**config.mk**
```make
export PLATFORM = sky130hd
export DESIGN_NAME = vga_display_scaler
export DESIGN_NICKNAME = d
export VERILOG_FILES = /design/src/rtl/vga_display_scaler.sv
export SDC_FILE = /design/constraint.sdc
export NUM_CORES = 1
export LEC_CHECK = 0
export BUFFER_PORTS_ARGS = -buffer_cell sky130_fd_sc_hd__buf_4
export CORE_UTILIZATION = 49
export DETAILED_ROUTE_END_ITERATION = 6
export GPL_TIMING_DRIVEN = 0
export PLACE_DENSITY = 0.78
export SLEW_MARGIN = 10
export SYNTH_ARGS = -nofsm -noshare
export SYNTH_HDL_FRONTEND = slang
export SYNTH_SLANG_ARGS = --single-unit
```
**constraint.sdc**
```tcl
create_clock -name clk -period 3.3 [get_ports clk]
set_input_delay 0.165 -clock clk [delete_from_list [all_inputs] [get_ports clk]]
set_output_delay 0.165 -clock clk [all_outputs]
set_load 0.01 [all_outputs]
```
**src/rtl/vga_display_scaler.sv**
```systemverilog
// Purpose: fetch a small image from frame memory and show it upscaled at a fixed screen origin.
// Latency: frame_addr one clk after a new_pxl strobe; colour and syncs one pixel period (next strobe + 1 clk).
// Backpressure: none; every register advances only on new_pxl and the memory must answer before the next strobe.
module vga_display_scaler #(
    parameter int          c_img_cols     = 80,
    parameter int          c_img_rows     = 60,
    parameter int          c_nb_img_pxls  = 13,
    parameter int          c_nb_buf_red   = 4,
    parameter int          c_nb_buf_green = 4,
    parameter int          c_nb_buf_blue  = 4,
    parameter int          c_nb_buf       = 12,
    parameter int          c_scale        = 4,
    parameter int          c_x0           = 0,
    parameter int          c_y0           = 0,
    parameter logic [11:0] c_bg           = 12'h154,
    parameter int          c_mem_lat      = 1
) (
    input  logic                     clk,
    input  logic                     rst,
    input  logic                     visible,
    input  logic                     new_pxl,
    input  logic                     hsync,
    input  logic                     vsync,
    input  logic [1:0]               mode,
    input  logic [9:0]               col,
    input  logic [9:0]               row,
    input  logic [c_nb_buf-1:0]      frame_pixel,
    output logic [c_nb_img_pxls-1:0] frame_addr,
    output logic [3:0]               vga_red,
    output logic [3:0]               vga_green,
    output logic [3:0]               vga_blue,
    output logic                     hsync_o,
    output logic                     vsync_o
);

    typedef enum logic [1:0] {
        MODE_RGB   = 2'b00,
        MODE_GRAY  = 2'b01,
        MODE_MONO  = 2'b10,
        MODE_BLANK = 2'b11
    } mode_e;

    // Window geometry in 11-bit unsigned arithmetic.
    localparam logic [10:0] X0     = 11'(c_x0);
    localparam logic [10:0] Y0     = 11'(c_y0);
    localparam logic [10:0] X_SPAN = 11'(c_img_cols * c_scale);
    localparam logic [10:0] Y_SPAN = 11'(c_img_rows * c_scale);
    localparam logic [2:0]  SC_MAX = 3'(c_scale - 1);
    localparam logic [c_nb_img_pxls-1:0] LINE_STEP = c_nb_img_pxls'(c_img_cols);
    localparam logic [c_nb_img_pxls-1:0] ADDR_ONE  = c_nb_img_pxls'(1);

    // The memory latency only limits how close strobes may be; no logic depends on it.
    if (c_mem_lat < 1) begin : g_mem_lat_zero
    end

    // Address generator state.
    logic [c_nb_img_pxls-1:0] frame_addr_q, frame_addr_d;
    logic [c_nb_img_pxls-1:0] line_base_q, line_base_d;
    logic [2:0]               hcnt_q, hcnt_d;
    logic [2:0]               vcnt_q, vcnt_d;

    // One-pixel pipeline and output registers.
    logic        vis_dly_q, win_dly_q, hs_dly_q, vs_dly_q;
    mode_e       mode_q;
    logic [11:0] rgb_q, rgb_d;
    logic        hsync_q, vsync_q;

    // Offsets from the origin: coordinates left of/above it wrap to large
    // values, so one unsigned compare against the span tests both bounds.
    logic [10:0] rel_col, rel_row;
    logic        in_col, in_row, col_first, col_last;

    assign rel_col   = {1'b0, col} - X0;
    assign rel_row   = {1'b0, row} - Y0;
    assign in_col    = rel_col < X_SPAN;
    assign in_row    = rel_row < Y_SPAN;
    assign col_first = rel_col == 11'd0;
    assign col_last  = rel_col == X_SPAN - 11'd1;

    // Next address: step through the image with counters instead of a divider.
    always_comb begin
        frame_addr_d = frame_addr_q;
        line_base_d  = line_base_q;
        hcnt_d       = hcnt_q;
        vcnt_d       = vcnt_q;
        if (!in_row) begin
            line_base_d  = '0;
            vcnt_d       = '0;
            frame_addr_d = '0;
        end else if (in_col) begin
            if (col_first) begin
                frame_addr_d = line_base_q;
                hcnt_d       = '0;
            end else if (hcnt_q == SC_MAX) begin
                hcnt_d       = '0;
                frame_addr_d = frame_addr_q + ADDR_ONE;
            end else begin
                hcnt_d = hcnt_q + 3'd1;
            end
            if (col_last) begin
                if (vcnt_q == SC_MAX) begin
                    vcnt_d      = '0;
                    line_base_d = line_base_q + LINE_STEP;
                end else begin
                    vcnt_d = vcnt_q + 3'd1;
                end
            end
        end
    end

    // Colour for the pixel strobed one period ago, using the word fetched for it.
    always_comb begin
        rgb_d = 12'h000;
        if (!vis_dly_q) begin
            rgb_d = 12'h000;
        end else if (!win_dly_q) begin
            rgb_d = c_bg;
        end else begin
            case (mode_q)
                MODE_RGB:   rgb_d = {frame_pixel[c_nb_buf_blue + c_nb_buf_green + c_nb_buf_red - 1 -: 4],
                                     frame_pixel[c_nb_buf_blue + c_nb_buf_green - 1 -: 4],
                                     frame_pixel[c_nb_buf_blue - 1 -: 4]};
                MODE_GRAY:  rgb_d = {frame_pixel[7:4], frame_pixel[7:4], frame_pixel[7:4]};
                MODE_MONO:  rgb_d = frame_pixel[7] ? 12'hfff : 12'h000;
                MODE_BLANK: rgb_d = c_bg;
            endcase
        end
    end

    // Address counters advance once per screen pixel.
    always_ff @(posedge clk or posedge rst) begin
        if (rst) begin
            frame_addr_q <= '0;
            line_base_q  <= '0;
            hcnt_q       <= '0;
            vcnt_q       <= '0;
        end else if (new_pxl) begin
            frame_addr_q <= frame_addr_d;
            line_base_q  <= line_base_d;
            hcnt_q       <= hcnt_d;
            vcnt_q       <= vcnt_d;
        end
    end

    // Pixel pipeline, outputs, and frame-synchronous mode latch (on vsync falling).
    always_ff @(posedge clk or posedge rst) begin
        if (rst) begin
            vis_dly_q <= 1'b0;
            win_dly_q <= 1'b0;
            hs_dly_q  <= 1'b1;
            vs_dly_q  <= 1'b1;
            mode_q    <= MODE_RGB;
            rgb_q     <= 12'h000;
            hsync_q   <= 1'b1;
            vsync_q   <= 1'b1;
        end else if (new_pxl) begin
            vis_dly_q <= visible;
            win_dly_q <= in_row && in_col;
            hs_dly_q  <= hsync;
            vs_dly_q  <= vsync;
            rgb_q     <= rgb_d;
            hsync_q   <= hs_dly_q;
            vsync_q   <= vs_dly_q;
            if (vs_dly_q && !vsync) begin
                mode_q <= mode_e'(mode);
            end
        end
    end

    assign frame_addr = frame_addr_q;
    assign vga_red    = rgb_q[11:8];
    assign vga_green  = rgb_q[7:4];
    assign vga_blue   = rgb_q[3:0];
    assign hsync_o    = hsync_q;
    assign vsync_o    = vsync_q;

endmodule

```
# Word-level counts from Yosys, hierarchy flattened
# Index checks and enable logic that the tools add are counted.
dict set report totals {
  in_bits 40
  register_bits 52
  output_inout_bits 27
  word_cells 56
}
dict set report op_classes {
  add_sub_neg 4
  eq_ne 10
  n_reduce_logical 10
  muxes 18
  magnitude_cmp 2
}
# op count
set op_table {}
lappend op_table {{13-bit 2-to-1 mux} 8}
lappend op_table {{12-bit case mux with 4 select lines} 1}
lappend op_table {{12-bit 2-to-1 mux} 3}
lappend op_table {{3-bit 2-to-1 mux} 6}
lappend op_table {{13-bit by 1-bit adder with 13-bit output, second input constant} 1}
lappend op_table {{13-bit by 7-bit adder with 13-bit output, second input constant} 1}
lappend op_table {{11-bit zero test} 1}
lappend op_table {{10-bit by 9-bit equality test with 1-bit output, second input constant} 1}
lappend op_table {{10-bit by 8-bit less-than comparator with 1-bit output, second input constant} 1}
lappend op_table {{10-bit by 9-bit less-than comparator with 1-bit output, second input constant} 1}
lappend op_table {{3-bit AND reduction} 3}
lappend op_table {{3-bit by 1-bit adder with 3-bit output, second input constant} 2}
lappend op_table {{3-bit by 2-bit equality test with 1-bit output, second input constant} 2}
lappend op_table {{2-bit equality test, second input constant} 2}
lappend op_table {{2-bit by 1-bit inequality test with 1-bit output, second input constant} 2}
lappend op_table {{4-bit AND reduction} 1}
lappend op_table {{3-bit by 1-bit inequality test with 1-bit output, second input constant} 1}
lappend op_table {{2-bit by 1-bit equality test with 1-bit output, second input constant} 1}
lappend op_table {{1-bit logical AND} 2}
lappend op_table {{2-bit zero test} 1}
lappend op_table {{2-bit inequality test, second input constant} 1}
lappend op_table {{2-bit AND reduction} 1}
lappend op_table {{1-bit zero test} 1}

# Longest topological paths before layout
dict set report depth {
  word_depth 5
  ltp_mapped 7
  ltp_nobuf 6
}

# Least setup slack after synthesis
# Ideal clock, no wire load.
dict set report synth_timing {
  path_type {in2reg}
  from {input col[8]}
  to {register frame_addr_q[12], in the netlist frame_addr[12]}
  setup_ps 121
  path_stages 6
  t_required_ps 3179
  t_arrival_ps 1732
  setup_slack_ps 1447
  path_buffers 1
  cell_sequence {or4_4 nor3_4 and4b_1 buf_6 a21o_1 a22o_1}
}
dict set report synth_via {
  elab_chain_cells 4
  word_cells_on_any_way 8
  classes_between {1 x order compare; 2 x eq/ne; 3 x mux; 2 x reduce/logical}
}
# item line
set synth_rtl {}
lappend synth_rtl {{start: declaration} 25} ;# input logic [9:0] col,
lappend synth_rtl {{parallel branches: the longest is 4 deep, another holds 10-bit by 9-bit less-than comparator with 1-bit output} n/a}
lappend synth_rtl {{end signal: assignment} 138} ;# frame_addr_q <= frame_addr_d;
lappend synth_rtl {{end: declaration} 57} ;# logic [c_nb_img_pxls-1:0] frame_addr_q, frame_addr_d;
# Several ways; the timed one is not identified. The select of a mux whose other input is x is not followed.
# A chain may end at the register's enable or synchronous reset.

# Worst setup path after layout
dict set report layout_timing {
  from {register hcnt_q[0]}
  to {register frame_addr_q[10], in the netlist frame_addr[10]}
}
dict set report layout_via {
  elab_chain_cells 3
}
# item line
set layout_rtl {}
lappend layout_rtl {{start: declaration} 59} ;# logic [2:0] hcnt_q, hcnt_d;
lappend layout_rtl {{start signal: assignment} 140} ;# hcnt_q <= hcnt_d;
lappend layout_rtl {{3-bit by 2-bit equality test with 1-bit output} 94} ;# end else if (hcnt_q == SC_MAX) begin
lappend layout_rtl {{3-bit by 1-bit inequality test with 1-bit output (no line)} n/a}
lappend layout_rtl {{3-bit AND reduction (no line)} n/a}
# Every way passes these cells.

==> key figures <==
Pwr
  – Power density over the cells: between 300 and 400 nW/um^2
  – Leakage: 1.49 nW
  – Peak VDD IR: 0.000205 V
  – Power Total: about 1.3 mW

Yosys
  – Post-synthesis cell type count: 46
  – Register area share after synthesis: between 40% and 50%
  – Cell taking the most area after synthesis: dfrtp_1
  – Net Count, Synth: between 300 and 400
  – Seq cells post-synth: 48
  – Post-Synthesis Cell Area: around 2600 um^2
  – Post-Synthesis Cells: between 200 and 300
  – Top cell type's share of synthesized area: 43.1%
  – Synth warnings: 0
  – Post-synth EDFFs: 0
  – Synth top area cells: dfrtp_1, o21ai_0, nand2_1
  – Most used DFF post-synth: dfrtp_1
  – Post-synth ARST share: 100%
  – Synth Area per Inst: slightly above 9 um^2

Timing
  – Final setup vio count: 0
  – Slew at the pin closest to its max-slew limit: approximately 0.56 ns
  – Setup TNS: 0 ns
  – Slew Viols, Final: 0
  – Max-slew headroom: between 60% and 70%
  – Setup Skew: roughly 0.0051 ns
  – Final worst-path cycle share: between 60% and 70%
  – Final Hold Viols: 0
  – Min Tclk post-route: approximately 2.0 ns
  – Fmax: between 0.4 and 0.5 GHz
  – RSZ-0062 raised after global routing: no

Clocking
  – H-tree Lvls: 2
  – Number of buffers created by CTS: 5
  – CTS tree: built
  – CTS clk-pin slew, worst paths: about 0.090 ns
  – CTS root buffer: clkbuf_8
  – CTS Buffer Depth: 2
  – Post_cts resized: 0
  – Clock Latency Late Sink: about 0.3 ns
  – Sink Count: 48

Floorplan
  – Initial Util: between 50 and 60%
  – Io pins: 67
  – Die height: 74.2 um
  – Die area: between 5000 and 6000 um^2
  – Die X: approximately 74 um
  – FP Rows: 25
  – Core Region: a little under 5000 um^2

Global routing
  – Initial antenna violation count: 0
  – Largest net degree at the start of global routing: 38
  – Busiest grt layer: met2
  – GRT Overall Usage: between 20% and 30%
  – GRT met1 Usage: 31.6%
  – Met2 GRT Util: 38.6%
  – GR Util met3: about 3.4%
  – Total gr overflow: 0
  – First-pass GRT wire length: between 9 and 10 mm
  – Number of global-route vias before repair: 2191

Detailed routing
  – Via count: ~2400
  – DRC Markers: 0
  – Routed vias/inst: roughly 5.6
  – DRT Pass-1 Iters: 4
  – WL final: ~6 mm
  – ANT nets after route: 0
  – Wire per inst: around 14 um
  – DR iter-0 viols: between 200 and 250

Placement
  – IO buf count: between 60 and 70
  – Hpwl dp: 4.39 mm
  – Placed cells: slightly above 400
  – GP Congestion: approximately 0.83

Cells and area
  – Total Nets Final: 395
  – Commonest non-fill, non-tap cell in the layout: buf_4
  – Most frequent cells in the layout: buf_4, dfrtp_1, o21ai_0, nand2_1, a21oi_1
  – Non-filler instance count after layout: around 420
  – Layout area overhead: 26.1%
  – Diode count: 0
  – Layout cells sized above 1: approximately a quarter

Worst hold path
  – Hold Crit Class: in2reg

Job
  – Max-cap violations: 0

Critical path
  – Worst Setup End Kind: flip-flop
  – Startpoint types: flip-flop
  – Max Fanout on Critical Path: 10
  – Crit path arrival time: around 2.2 ns
  – Required @ worst endpoint: between 3 and 4 ns
  – CP Class: reg2reg

Status
  – Outcome: complete, no violations
## metal layers
| metal | part of all wire (%) | vias to the layer above |
|---|---|---|
| met1 | 45 | 1131 |
| li1 | - | 1149 |
| met4 | 1.9 | 0 |
| met3 | 5.0 | 8 |
| met5 | 0 | - |
| met2 | 48 | 75 |
## path summary, 6_finish.rpt
check | slack, ns | from | cells past startpoint | to
worst min-delay path | 0.09 | visible | 2 | vis_dly_q
max in group asynchronous | 2.47 | rst | 4 | frame_addr[3]
min in group asynchronous | 0.35 | rst | 3 | rgb_q[11]
worst max-delay path | 1.30 | hcnt_q[0] | 7 | frame_addr[10]
worst min register to register | 0.50 | hcnt_q[2] | 1 | hcnt_q[2]
worst max register to register | 1.30 | hcnt_q[0] | 7 | frame_addr[10]
## through the flow
| stage | hold slack, ns | area (um^2) | worst slack, ns | util, % |
|---|---|---|---|---|
| 2_1_floorplan | 0.304 | 2550 | 1.45 | - |
| 3_3_place_gp | 0.405 | 3100 | 1.02 | 63.6 |
| 3_5_place_dp | 0.130 | 3120 | 1.02 | 64.0 |
| 4_1_cts | 0.0846 | 3220 | 1.32 | 66.0 |
| 5_1_grt | 0.0846 | 3220 | 1.15 | 66.0 |
| 6_report | 0.0927 | 3220 | 1.30 | 66.0 |
## critical path, cell delays in order, from the launching register on
cell	delay [ns]
dfrtp_1	0.41
ha_1	0.22
nor2b_1	0.17
nand3b_1	0.16
o221ai_1	0.46
buf_2	0.31
a21oi_1	0.06
o22ai_1	0.14
## where the power goes
group / internal [mW] / switching, mW
clock: 0.148 / 0.200
sequential: 0.632 / 0.0330
combinational: 0.116 / 0.132
## kinds of logic after synthesis
logic type                 synth area share [%]
xor gates and xnor gates                  0.686
and+or+nand+nor                            20.1
adders and majority gates                  1.96
AOI/OAI and AO/OA                          19.7
DFF                                        47.3
buffers and inverters                      5.20
muxes                                      5.10
## state kept, by name (all words and copies together), names as in the netlist
register and count:
frame_addr 13, hcnt_q 3, hs_dly_q 1, hsync_o 1, line_base_q 9, mode_q 2, rgb_q 12, vcnt_q 3
vis_dly_q 1, vs_dly_q 1, vsync_o 1, win_dly_q 1
## cells in the mapped netlist (4+ instances only)
| library cell | count |
|---|---|
| dfrtp_1 | 44 |
| nand2_1 | 31 |
| o21ai_0 | 31 |
| a21oi_1 | 23 |
| inv_1 | 22 |
| nor2_1 | 14 |
| o22ai_1 | 13 |
| clkbuf_1 | 9 |
| nor3_1 | 9 |
| mux2_2 | 8 |
| nand3_1 | 7 |
| and3_1 | 5 |
| a21o_1 | 4 |
| dfstp_2 | 4 |
| ha_1 | 4 |
| mux2i_1 | 4 |
| nor4_1 | 4 |
| or3_1 | 4 |
## layout make-up
class | instances | area (um^2)
multi-input combinational | 199 | 1210
fill | 432 | 1660
clock inverter | 3 | 18.8
clock buffer | 5 | 68.8
tap | 67 | 83.8
buffer | 11 | 50.0
timing repair buffer | 64 | 495
inverter | 22 | 82.6
sequential | 48 | 1210
## repair_timing
item / 4_1_cts / 5_1_grt
hold buffers: 1 / 0
setup buffers: 0 / 0
endpoints found under the hold margin: 7 / 0
Note: power is estimated with default switching activity, not from simulation.
